File: config.mk
export PLATFORM = sky130hd
export DESIGN_NAME = mem_sram_ctrl
export DESIGN_NICKNAME = d
export VERILOG_FILES = /design/src/rtl/mem_sram_ctrl.sv
export SDC_FILE = /design/constraint.sdc
export NUM_CORES = 1
export LEC_CHECK = 0
export ABC_CLOCK_PERIOD_IN_PS = 11800
export CAP_MARGIN = 25
export CORE_MARGIN = 5
export CORE_UTILIZATION = 51
export DETAILED_ROUTE_END_ITERATION = 6
export PLACE_DENSITY = 0.84
export SYNTH_ARGS = -nofsm -noshare
export SYNTH_HDL_FRONTEND = slang
export SYNTH_SLANG_ARGS = --single-unit
File: constraint.sdc
create_clock -name CLK -period 11.8 [get_ports CLK]
set_clock_uncertainty 0.2 [all_clocks]
set_input_delay 2.36 -clock CLK [delete_from_list [all_inputs] [get_ports CLK]]
set_output_delay 2.36 -clock CLK [all_outputs]
set_load 0.02 [all_outputs]
File: src/rtl/mem_sram_ctrl.sv
// ---------------------------------------------------------------------------------------------
// mem_sram_ctrl
//
// MEM-stage data-memory responder. Serves 32-bit load/store requests from the MEM stage by
// moving each word to/from an external 16-bit asynchronous SRAM as two half-word accesses
// (low half first). Ready is held low while an access is in flight so the freeze logic stalls
// the pipeline; it is high for one cycle in DONE, and high in IDLE when nothing is requested.
//
// Sequence: IDLE -> ACC_LO -> ACC_HI -> PAD (WAIT_CYCLES cycles, skipped if 0) -> DONE -> IDLE
//
// Parameters
//   BASE_ADDR    byte address mapped to SRAM word 0
//   WAIT_CYCLES  pad cycles after the high half-word access (0..15)
//   SRAM_AW      SRAM half-word address width
//
// Ports
//   CLK          clock, all state on the rising edge
//   RST          asynchronous reset, active-high
//   WR_EN        store request, held until Ready=1 (wins over RD_EN)
//   RD_EN        load request, held until Ready=1
//   Address      byte address of the request
//   Write_Data   store data
//   Read_Data    registered load data, updated at the end of ACC_HI of a read
//   Ready        0 = freeze pipeline (combinational from state and requests)
//   SRAM_ADDR    half-word address, {word, 0} for the low half, {word, 1} for the high half
//   SRAM_WE_N    active-low write strobe
//   SRAM_DQ_OUT  half-word driven during writes
//   SRAM_DQ_OE   1 = drive SRAM_DQ_OUT onto the bus
//   SRAM_DQ_IN   half-word read from the bus
//
// Configuration macro
//   SRAM_FAST_WRITE_EN  when defined, writes go ACC_HI -> DONE and skip PAD; reads unchanged.
// ---------------------------------------------------------------------------------------------
module mem_sram_ctrl #(
    parameter logic [31:0] BASE_ADDR   = 32'd1024,
    parameter int unsigned WAIT_CYCLES = 2,
    parameter int unsigned SRAM_AW     = 18
) (
    input  logic               CLK,
    input  logic               RST,
    input  logic               WR_EN,
    input  logic               RD_EN,
    input  logic [31:0]        Address,
    input  logic [31:0]        Write_Data,
    output logic [31:0]        Read_Data,
    output logic               Ready,
    output logic [SRAM_AW-1:0] SRAM_ADDR,
    output logic               SRAM_WE_N,
    output logic [15:0]        SRAM_DQ_OUT,
    output logic               SRAM_DQ_OE,
    input  logic [15:0]        SRAM_DQ_IN
);

    localparam int unsigned WordW   = SRAM_AW - 1;
    localparam bit          HasPad  = (WAIT_CYCLES != 0);
    // Only used when HasPad; value for WAIT_CYCLES=0 is irrelevant.
    localparam logic [3:0]  PadLast = 4'(WAIT_CYCLES - 1);

`ifdef SRAM_FAST_WRITE_EN
    localparam bit FastWrite = 1'b1;
`else
    localparam bit FastWrite = 1'b0;
`endif

    typedef enum logic [2:0] {
        StIdle,
        StAccLo,
        StAccHi,
        StPad,
        StDone
    } state_e;

    state_e             state_q, state_d;
    logic               is_wr_q, is_wr_d;
    logic [WordW-1:0]   word_q, word_d;
    logic [15:0]        wdata_hi_q, wdata_hi_d;
    logic [15:0]        rd_lo_q, rd_lo_d;
    logic [31:0]        read_data_q, read_data_d;
    logic [SRAM_AW-1:0] sram_addr_q, sram_addr_d;
    logic               we_n_q, we_n_d;
    logic               oe_q, oe_d;
    logic [15:0]        dq_out_q, dq_out_d;
    logic [3:0]         cnt_q, cnt_d;

    logic [31:0]        offset;
    logic [WordW-1:0]   req_word;
    logic               req_any;
    logic               skip_pad;
    logic               unused_offset_bits;

    // Word index wraps modulo 2^WordW: only the bits that fit the SRAM are kept.
    assign offset             = Address - BASE_ADDR;
    assign req_word           = offset[WordW+1:2];
    assign unused_offset_bits = ^{offset[31:WordW+2], offset[1:0]};
    assign req_any            = WR_EN | RD_EN;
    assign skip_pad           = !HasPad || (FastWrite && is_wr_q);

    always_comb begin
        state_d     = state_q;
        is_wr_d     = is_wr_q;
        word_d      = word_q;
        wdata_hi_d  = wdata_hi_q;
        rd_lo_d     = rd_lo_q;
        read_data_d = read_data_q;
        sram_addr_d = sram_addr_q;
        we_n_d      = we_n_q;
        oe_d        = oe_q;
        dq_out_d    = dq_out_q;
        cnt_d       = cnt_q;

        unique case (state_q)
            StIdle: begin
                if (req_any) begin
                    // Op and word are latched here; the access runs to completion even if
                    // the request is dropped later.
                    state_d     = StAccLo;
                    is_wr_d     = WR_EN;
                    word_d      = req_word;
                    wdata_hi_d  = Write_Data[31:16];
                    sram_addr_d = {req_word, 1'b0};
                    if (WR_EN) begin
                        // Strobe outputs are registered, so they are set up on entry.
                        we_n_d   = 1'b0;
                        oe_d     = 1'b1;
                        dq_out_d = Write_Data[15:0];
                    end
                end
            end

            StAccLo: begin
                state_d     = StAccHi;
                sram_addr_d = {word_q, 1'b1};
                if (is_wr_q) begin
                    dq_out_d = wdata_hi_q;
                end else begin
                    rd_lo_d = SRAM_DQ_IN;
                end
            end

            StAccHi: begin
                we_n_d = 1'b1;
                oe_d   = 1'b0;
                if (!is_wr_q) begin
                    read_data_d = {SRAM_DQ_IN, rd_lo_q};
                end
                if (skip_pad) begin
                    state_d = StDone;
                end else begin
                    state_d = StPad;
                    cnt_d   = 4'd0;
                end
            end

            StPad: begin
                if (cnt_q == PadLast) begin
                    state_d = StDone;
                end else begin
                    cnt_d = cnt_q + 4'd1;
                end
            end

            StDone: begin
                state_d = StIdle;
            end

            default: begin
                state_d = StIdle;
            end
        endcase
    end

    always_ff @(posedge CLK or posedge RST) begin
        if (RST) begin
            state_q     <= StIdle;
            is_wr_q     <= 1'b0;
            word_q      <= '0;
            wdata_hi_q  <= 16'h0;
            rd_lo_q     <= 16'h0;
            read_data_q <= 32'h0;
            sram_addr_q <= '0;
            we_n_q      <= 1'b1;
            oe_q        <= 1'b0;
            dq_out_q    <= 16'h0;
            cnt_q       <= 4'd0;
        end else begin
            state_q     <= state_d;
            is_wr_q     <= is_wr_d;
            word_q      <= word_d;
            wdata_hi_q  <= wdata_hi_d;
            rd_lo_q     <= rd_lo_d;
            read_data_q <= read_data_d;
            sram_addr_q <= sram_addr_d;
            we_n_q      <= we_n_d;
            oe_q        <= oe_d;
            dq_out_q    <= dq_out_d;
            cnt_q       <= cnt_d;
        end
    end

    assign Ready       = (state_q == StDone) || ((state_q == StIdle) && !req_any);
    assign Read_Data   = read_data_q;
    assign SRAM_ADDR   = sram_addr_q;
    assign SRAM_WE_N   = we_n_q;
    assign SRAM_DQ_OE  = oe_q;
    assign SRAM_DQ_OUT = dq_out_q;

endmodule

Word level (Yosys, flattened, before mapping)
Cells that the tools add are included.

Logic and storage cells: 57. Bits in registers: 125.

Reductions and logical operators: 15. Bitwise logic cells: 2. Muxes and demuxes: 17. Add/subtract/negate cells: 2. Equality and inequality tests: 10.

Operators with widths (number): $mux 16 (3); $pmux 18 s2 (1); $pmux 16 s2 (1); $sub 19x11->19 const B (1); $mux 18 (1); $pmux 3 s4 (1); $reduce_and 2->1 (6); $ne 2x2->1 const B (5); $pmux 4 s2 (1); $eq 3x2->1 const B (2); $mux 3 (2); $reduce_bool 2->1 (3); $add 4x1->4 const B (1); $eq 4x1->1 const B (1); $mux 1 (4); $mux 4 (1); $pmux 1 s2 (2); $reduce_and 4->1 (1); $eq 3x1->1 const B (1); $eq 3x3->1 const B (1); $logic_not 3->1 (1); $reduce_and 3->1 (1); $logic_and 1x1->1 (1); $logic_not 1->1 (1); other kinds (3) (3).

Depth between registers and ports, before layout
Depth in word-level cells: 4. Gate-level depth with buffers: 7. Mapped depth without buffers: 6.

Worst setup path after synthesis
Ideal clock, no wire load.

Path kind: input to output. Start point: input port WR_EN. End point: output port Ready. Arrival time: 3140 ps. Slack: 6100 ps. Required time: 9240 ps. Stages on the path: 4. Cell sequence: buf_2 > nor2_1 > nor2_1 > nor3_1.

Cells in the longest elaborated chain, start to end: 4.

Ends and longest elaborated chain: from (decl) (line 41) `input logic WR_EN,`; $or 1x1->1 (line 95) `assign req_any = WR_EN | RD_EN;`; $logic_not 1->1 (line 200) `assign Ready = (state_q == StDone) || ((state_q == StIdle) && !req_any);`; $logic_and 1x1->1 (line 200); $logic_or 1x1->1 (line 200); to (decl) (line 46) `output logic Ready,`.

Every way passes these cells.

Worst setup path after layout
Same ends and word-level chain as after synthesis.

==> out/metrics.cfg <==
[timing]
setup_viol = 0
hold_violations = 0
slew-limit-headroom = 0.4424
finalCriticalPeriod_ns = 6.585
drv_slew = 0
worst_pin_slew_ns = 0.8364
fmax_ghz = 0.1519
period_share = 0.5581
fin_ws_ns = 5.215
setup_tns_ns = 0
rsz0062_at_grt = false

[die]
row_count = 36
dieArea_mm2 = 0.01230
core_region_area_mm2 = 0.009864
die_x_um = 110.9
initial_core_util = 0.5265
die_h_um = 110.9
io_pins = 153

[worst_setup_path]
required_ns = 9.24
worst-setup-path-type = in2out
critPathArrivalTime_ns = 4.03
cp_max_fo = 8
worstPathCellList = clkdlybuf4s50_1, nor2_1, nor2_1, nor3_1, clkdlybuf4s50_1
worst_path_dominant_cell_family = buffers and inverters
rr_worst_depth = 5
cp-start-kind = input port
cp_num_buf_inv = 2
r2r-end = Read_Data[13]
cpMaxStageDelayCell = clkdlybuf4s50_1
reg2reg_slack_ns = 9.63
regToRegStartpoint = state_q[0]
slowest_delay_ns = 0.63
end_kind = primary output

[routing]
drcViolationCount = 0
detail_route.vias_per_cell = 5.241
first_pass_iters = 4
drt_iter0_markers = 202
num_vias = 3784
antenna_left = 0
post_drt_wl_per_cell_um = 16.97
drt_wl_total_um = 12260

[logic_synthesis]
synthDistinctLibCells = 41
synth_sequential_area_ratio = 0.6025
synth_area_mm2 = 0.005194
ys_ff_latch = 125
synth.area.top_cells = dfrtp_1 (60%), mux2_2 (10%), nand2_1 (7.7%), mux2i_1 (3.1%), a222oi_1 (1.5%)
synthCells = 442
syn_area_per_cell_um2 = 11.75
synth-edff-count = 0
yosysTopAreaCellShare = 0.5974
syn-num-nets = 529
ys.flop_type = dfrtp_1
yosys.area.top_type = dfrtp_1
yosysWarningCount = 0
synth-async-reset-ratio = 1.000

[placement]
gp_congestion = 0.8261
pre_cts_slack_ns = 5.204
numPortBuffers = 137
hpwl_um = 8481

[clock_tree]
insertion_delay_ns = 0.51
clock_path_buffers = 2
numCtsBuffers = 17
post_cts_buffers = 0
holdBufCountCts = 0
htree_levels = 4
clkTransAtPathRegs_ns = 0.05
cts_root_buffer = clkbuf_8
cts_tree = built
cts_sinks = 125
cts_resized = 0

[grt]
top_usage_layer = met2
grt_pass1_vias = 4149
grt_max_degree = 72
antenna_found_initial = 0
grtUsageMet3 = 0.07314
grt_overflow_total = 0
grt_first_pass_wirelength_um = 20580
met1_usage = 0.2517
grt_usage = 0.2096
grtUsageMet2 = 0.3455

[worst_hold_path]
hp-start = SRAM_WE_N
hold_path.class = reg2reg
holdPathStages = 2
holdPathEnd = SRAM_WE_N

[power_and_ir_drop]
total_power_mw = 2.143
p_leak_nw = 3.236
peakVddDrop_mv = 0.1430
powerDensity_mw_per_mm2 = 297.2

[cells_and_area]
diodes = 0
mostFrequentLayoutCells = clkdlybuf4s50_1 (137), dfrtp_1 (124), nand2_1 (106)
drive_above_1_share = 0.1596
areaGrowthSynthToFinish_pct = 38.86
fin_nets = 667
fill_cells = 665
layout_commonest_cell = clkdlybuf4s50_1

[status]
outcome = complete, no violations

[job]
maxCapViolations = 0

logic make-up after synthesis:
logic type / count (synthesis) / synth area share
adders and majority gates: 3 / 0.007228
and+or+nand+nor: 145 / 0.1217
buffers and inverters: 37 / 0.03830
AOI/OAI and AO/OA: 61 / 0.08311
muxes: 65 / 0.1371
xor gates and xnor gates: 6 / 0.01012
DFF: 125 / 0.6025
worst max-delay path by stage:
| stage | start | to | slack (ns) | cells after the start |
|---|---|---|---|---|
| final | WR_EN | Ready | 5.21 | 5 |
| after global routing | WR_EN | Ready | 5.14 | 5 |
| after CTS | WR_EN | Ready | 5.20 | 5 |
| after detailed placement | WR_EN | Ready | 5.20 | 5 |
| after global placement | WR_EN | Ready | 5.22 | 5 |
| after floorplan | RST | Read_Data[0] | 5.91 | 1 |
per-layer routing:
metal / wire length (um) / up-vias / part of all wire
li1: - / 1783 / -
met4: 273 / 0 / 0.022
met2: 6069 / 138 / 0.50
met1: 5016 / 1836 / 0.41
met3: 896 / 27 / 0.073
met5: 0 / - / 0
registers in the layout, summed over array words and instances (netlist names):
name,count
cnt_q,4
SRAM_DQ_OUT,16
rd_lo_q,16
is_wr_q,1
SRAM_ADDR,18
SRAM_WE_N,1
SRAM_DQ_OE,1
wdata_hi_q,16
state_q,3
Read_Data,32
word_q,17
tightest hold or removal path, cell delays in order (launching register included):
cell and delay (ns):
dfstp_2 0.36, nand2_1 0.05, nand2_1 0.05
layout make-up:
type | instances | area (um2) | area share
Sequential cell | 125 | 3129 | 0.4339
Inverter | 13 | 51.30 | 0.007113
Clock buffer | 20 | 445.4 | 0.06176
Clock inverter | 8 | 95.09 | 0.01319
Tap cell | 133 | 166.4 | 0.02307
Timing Repair Buffer | 143 | 1449 | 0.2009
Multi-Input combinational cell | 280 | 1876 | 0.2601
metrics by stage:
stage	instance area [um2]	instances	util	hold slack (ns)
2_1_floorplan	5194	442	-	0.2454
3_3_place_gp	6624	692	0.6715	0.2483
3_5_place_dp	6644	693	0.6735	0.2536
4_1_cts	7184	721	0.7283	0.2631
5_1_grt	7212	722	0.7311	0.2846
6_report	7212	722	0.7311	0.2566
power breakdown:
group / switching [mW] / leakage, nW / total, mW / internal [mW]
sequential: 0.130 / 1.53 / 0.770 / 0.640
clock: 0.169 / 0.264 / 0.473 / 0.304
combinational: 0.454 / 1.44 / 0.900 / 0.446
synthesized netlist by cell type, types with 2 or more instances:
cell type	number
nand2_1	106
a21oi_1	6
xor2_1	3
a22oi_1	2
inv_1	13
o211ai_1	2
a21o_1	5
nand2b_1	4
a22o_1	5
buf_2	6
mux2_2	48
clkbuf_1	8
dfrtp_1	124
nand3_1	5
xnor2_1	3
buf_4	6
o21ai_1	13
nor3_1	5
buf_6	4
ha_1	3
nor2_1	14
nor2_4	2
a221o_1	4
mux2i_1	16
a222oi_1	8
o21ai_0	12
(Power assumes the default switching activity.)
==> edit: new RTL, config.mk and constraints unchanged <==
The parameter `SRAM_AW` goes from 18 to 9.
--- a/src/rtl/mem_sram_ctrl.sv
+++ b/src/rtl/mem_sram_ctrl.sv
@@ -35,5 +35,5 @@
     parameter logic [31:0] BASE_ADDR   = 32'd1024,
     parameter int unsigned WAIT_CYCLES = 2,
-    parameter int unsigned SRAM_AW     = 18
+    parameter int unsigned SRAM_AW     = 9
 ) (
     input  logic               CLK,
Ports: changed (resized SRAM_ADDR); port bits go from 153 to 144. The function was not compared with the original's and may differ.
==> edit against the unedited design <==
- design area down 19%
- wire length down 18%
- power down 18%
- critical path type unchanged
- highest routed layer unchanged
- setup slack worse by 560 ps
- fmax down 7.9%
- combinational power down 5.6%
- synthesized area down 15%
- sequential cell count down 18
- core utilization down 5.0 points
==> edit: results <==
group,metric,value,unit
drt,top_layer_used,"met4",
cells_and_area,layoutNonFillerInstCount,536,
grt,antenna_found_initial,0,
logic_synthesis,avgSynthCellArea,14.27,sq um
min_path,hold_path_depth,1,
grt,grt_pass1_vias,3224,
cells_and_area,diodes,0,
place,io_buffer_count,119,
clocking,post_cts_resize_count,0,
logic_synthesis,yosysSeqAreaShare,60.75,%
drt,wl_met3,771,um
logic_synthesis,yosys-top-cells-area,"dfrtp_1 60%, mux2_2 15%, mux2_4 3.4%",
worst_setup_path,reg2regPathDepth,3,
logic_synthesis,ys.warnings.count,0,
clocking,insertion_delay,360,ps
drt,wl_met1,4378,um
drt,drtPass1Iterations,4,
logic_synthesis,synthTopCellsByCount,"106 x dfrtp_1, 60 x mux2_2, 16 x a2bb2oi_1, 16 x o22ai_1, 13 x nor2_1",
place,post-dp-hpwl,6949,um
logic_synthesis,synth-compound-area-share,8.939,%
worst_setup_path,worst-path-max-fanout,15,
clocking,cts.clk_slew.worst_paths,100,ps
worst_setup_path,crit_path_max_incr_delay,680,ps
cells_and_area,drive_gt1_share,22.90,%
logic_synthesis,syn_nets,395,
place,dpl.cell_count,520,
min_path,hold_path_class,"reg2reg",
pwr,p_leak,2.390,nW
drt,vias_per_cell,5.705,
logic_synthesis,synthFlopType,"dfrtp_1",
grt,grt_usage,19.41,%
pwr,ir_drop,0.1464,mV
sta,worst_pin_slew,1044,ps
status,run_status,"finished, final reports clean",
logic_synthesis,synthXorXnorAreaFrac,0.1986,%
logic_synthesis,synth_mux_area_share,19.69,%
logic_synthesis,ys_types,39,
cells_and_area,fin_nets,509,
sta,hold_violations,0,
clocking,post_cts_buffers,0,
logic_synthesis,synthAdderAreaFrac,0.5675,%
place,globalplace.congestion,0.7643,
clocking,cts_buffers,9,
drt,wl,10070,um
drt,drt_iter0_drc,132,
clocking,cts_buffer_depth,2,
clocking,cts-root-buf,"clkbuf_8",
grt,grt_max_degree,66,
cells_and_area,largest_reg_flops,32,
drt,dr_wl_met2,4813,um
worst_setup_path,crit_slowest_cell,"clkdlybuf4s50_1",
clocking,cts-htree-levels,3,
logic_synthesis,async_flop_share,100.0,%
worst_setup_path,worstPathArrival,4590,ps
grt,grt_pass1_wl,16180,um
==> edit: kinds of logic after synthesis <==
| kind of cell | after synthesis |
|---|---|
| AO/OA/AOI/OAI | 52 |
| buffers and inverters | 21 |
| multiplexers | 74 |
| XOR/XNOR | 1 |
| adder cells (fa/ha/maj) | 2 |
| AND/OR/NAND/NOR | 52 |
| flip-flops | 107 |
==> edit: power by group <==
part | total (mW) | internal, mW | switching (mW)
Combinational | 0.850 | 0.456 | 0.395
Clock | 0.227 | 0.105 | 0.122
Sequential | 0.684 | 0.557 | 0.127
Total | 1.76 | 1.12 | 0.644
==> edit: cell type report <==
type | instances | area, sq um
inverter | 2 | 10.01
sequential | 107 | 2679
timing repair buffer | 122 | 1214
clock inverter | 5 | 60.06
multi-input combinational | 181 | 1612
tap | 108 | 135.1
fill | 634 | 2743
clock buffer | 11 | 141.4
==> edit: worst max-delay path, delay by kind of cell <==
kind          cells  cell delay, ps
simple gates      3             920
buf+inv           2            1320
==> edit: worst paths after layout <==
check	startpoint	to	slack, ps
worst min register to register	Read_Data[11]$_DFFE_PP0P_	Read_Data[11]$_DFFE_PP0P_	300
max in group asynchronous	RST	Read_Data[3]$_DFFE_PP0P_	8000
min in group asynchronous	RST	Read_Data[22]$_DFFE_PP0P_	2190
worst max register to register	state_q[0]$_DFFE_PP0P_	SRAM_DQ_OUT[1]$_DFFE_PP0P_	9120
worst min-delay path	Read_Data[11]$_DFFE_PP0P_	Read_Data[11]$_DFFE_PP0P_	300
worst max-delay path	WR_EN	Ready	4650
==> edit: stage by stage <==
step / power, mW / area (sq um) / utilization, % / setup WS [ps]
floorplan: 1.216 / 4409 / - / 5814
global placement: 1.511 / 5649 / 65.74 / 4674
detailed placement: 1.547 / 5649 / 65.74 / 4664
CTS: 1.777 / 5851 / 68.08 / 4663
global route: 1.867 / 5851 / 68.08 / 4484
finish: 1.761 / 5851 / 68.08 / 4651
==> edit: per-layer routing <==
metal	vias to the layer above	GRT usage, %
li1	1380	-
met1	1556	26.78
met2	108	30.19
met3	14	5.142
met4	0	6.076
met5	-	0
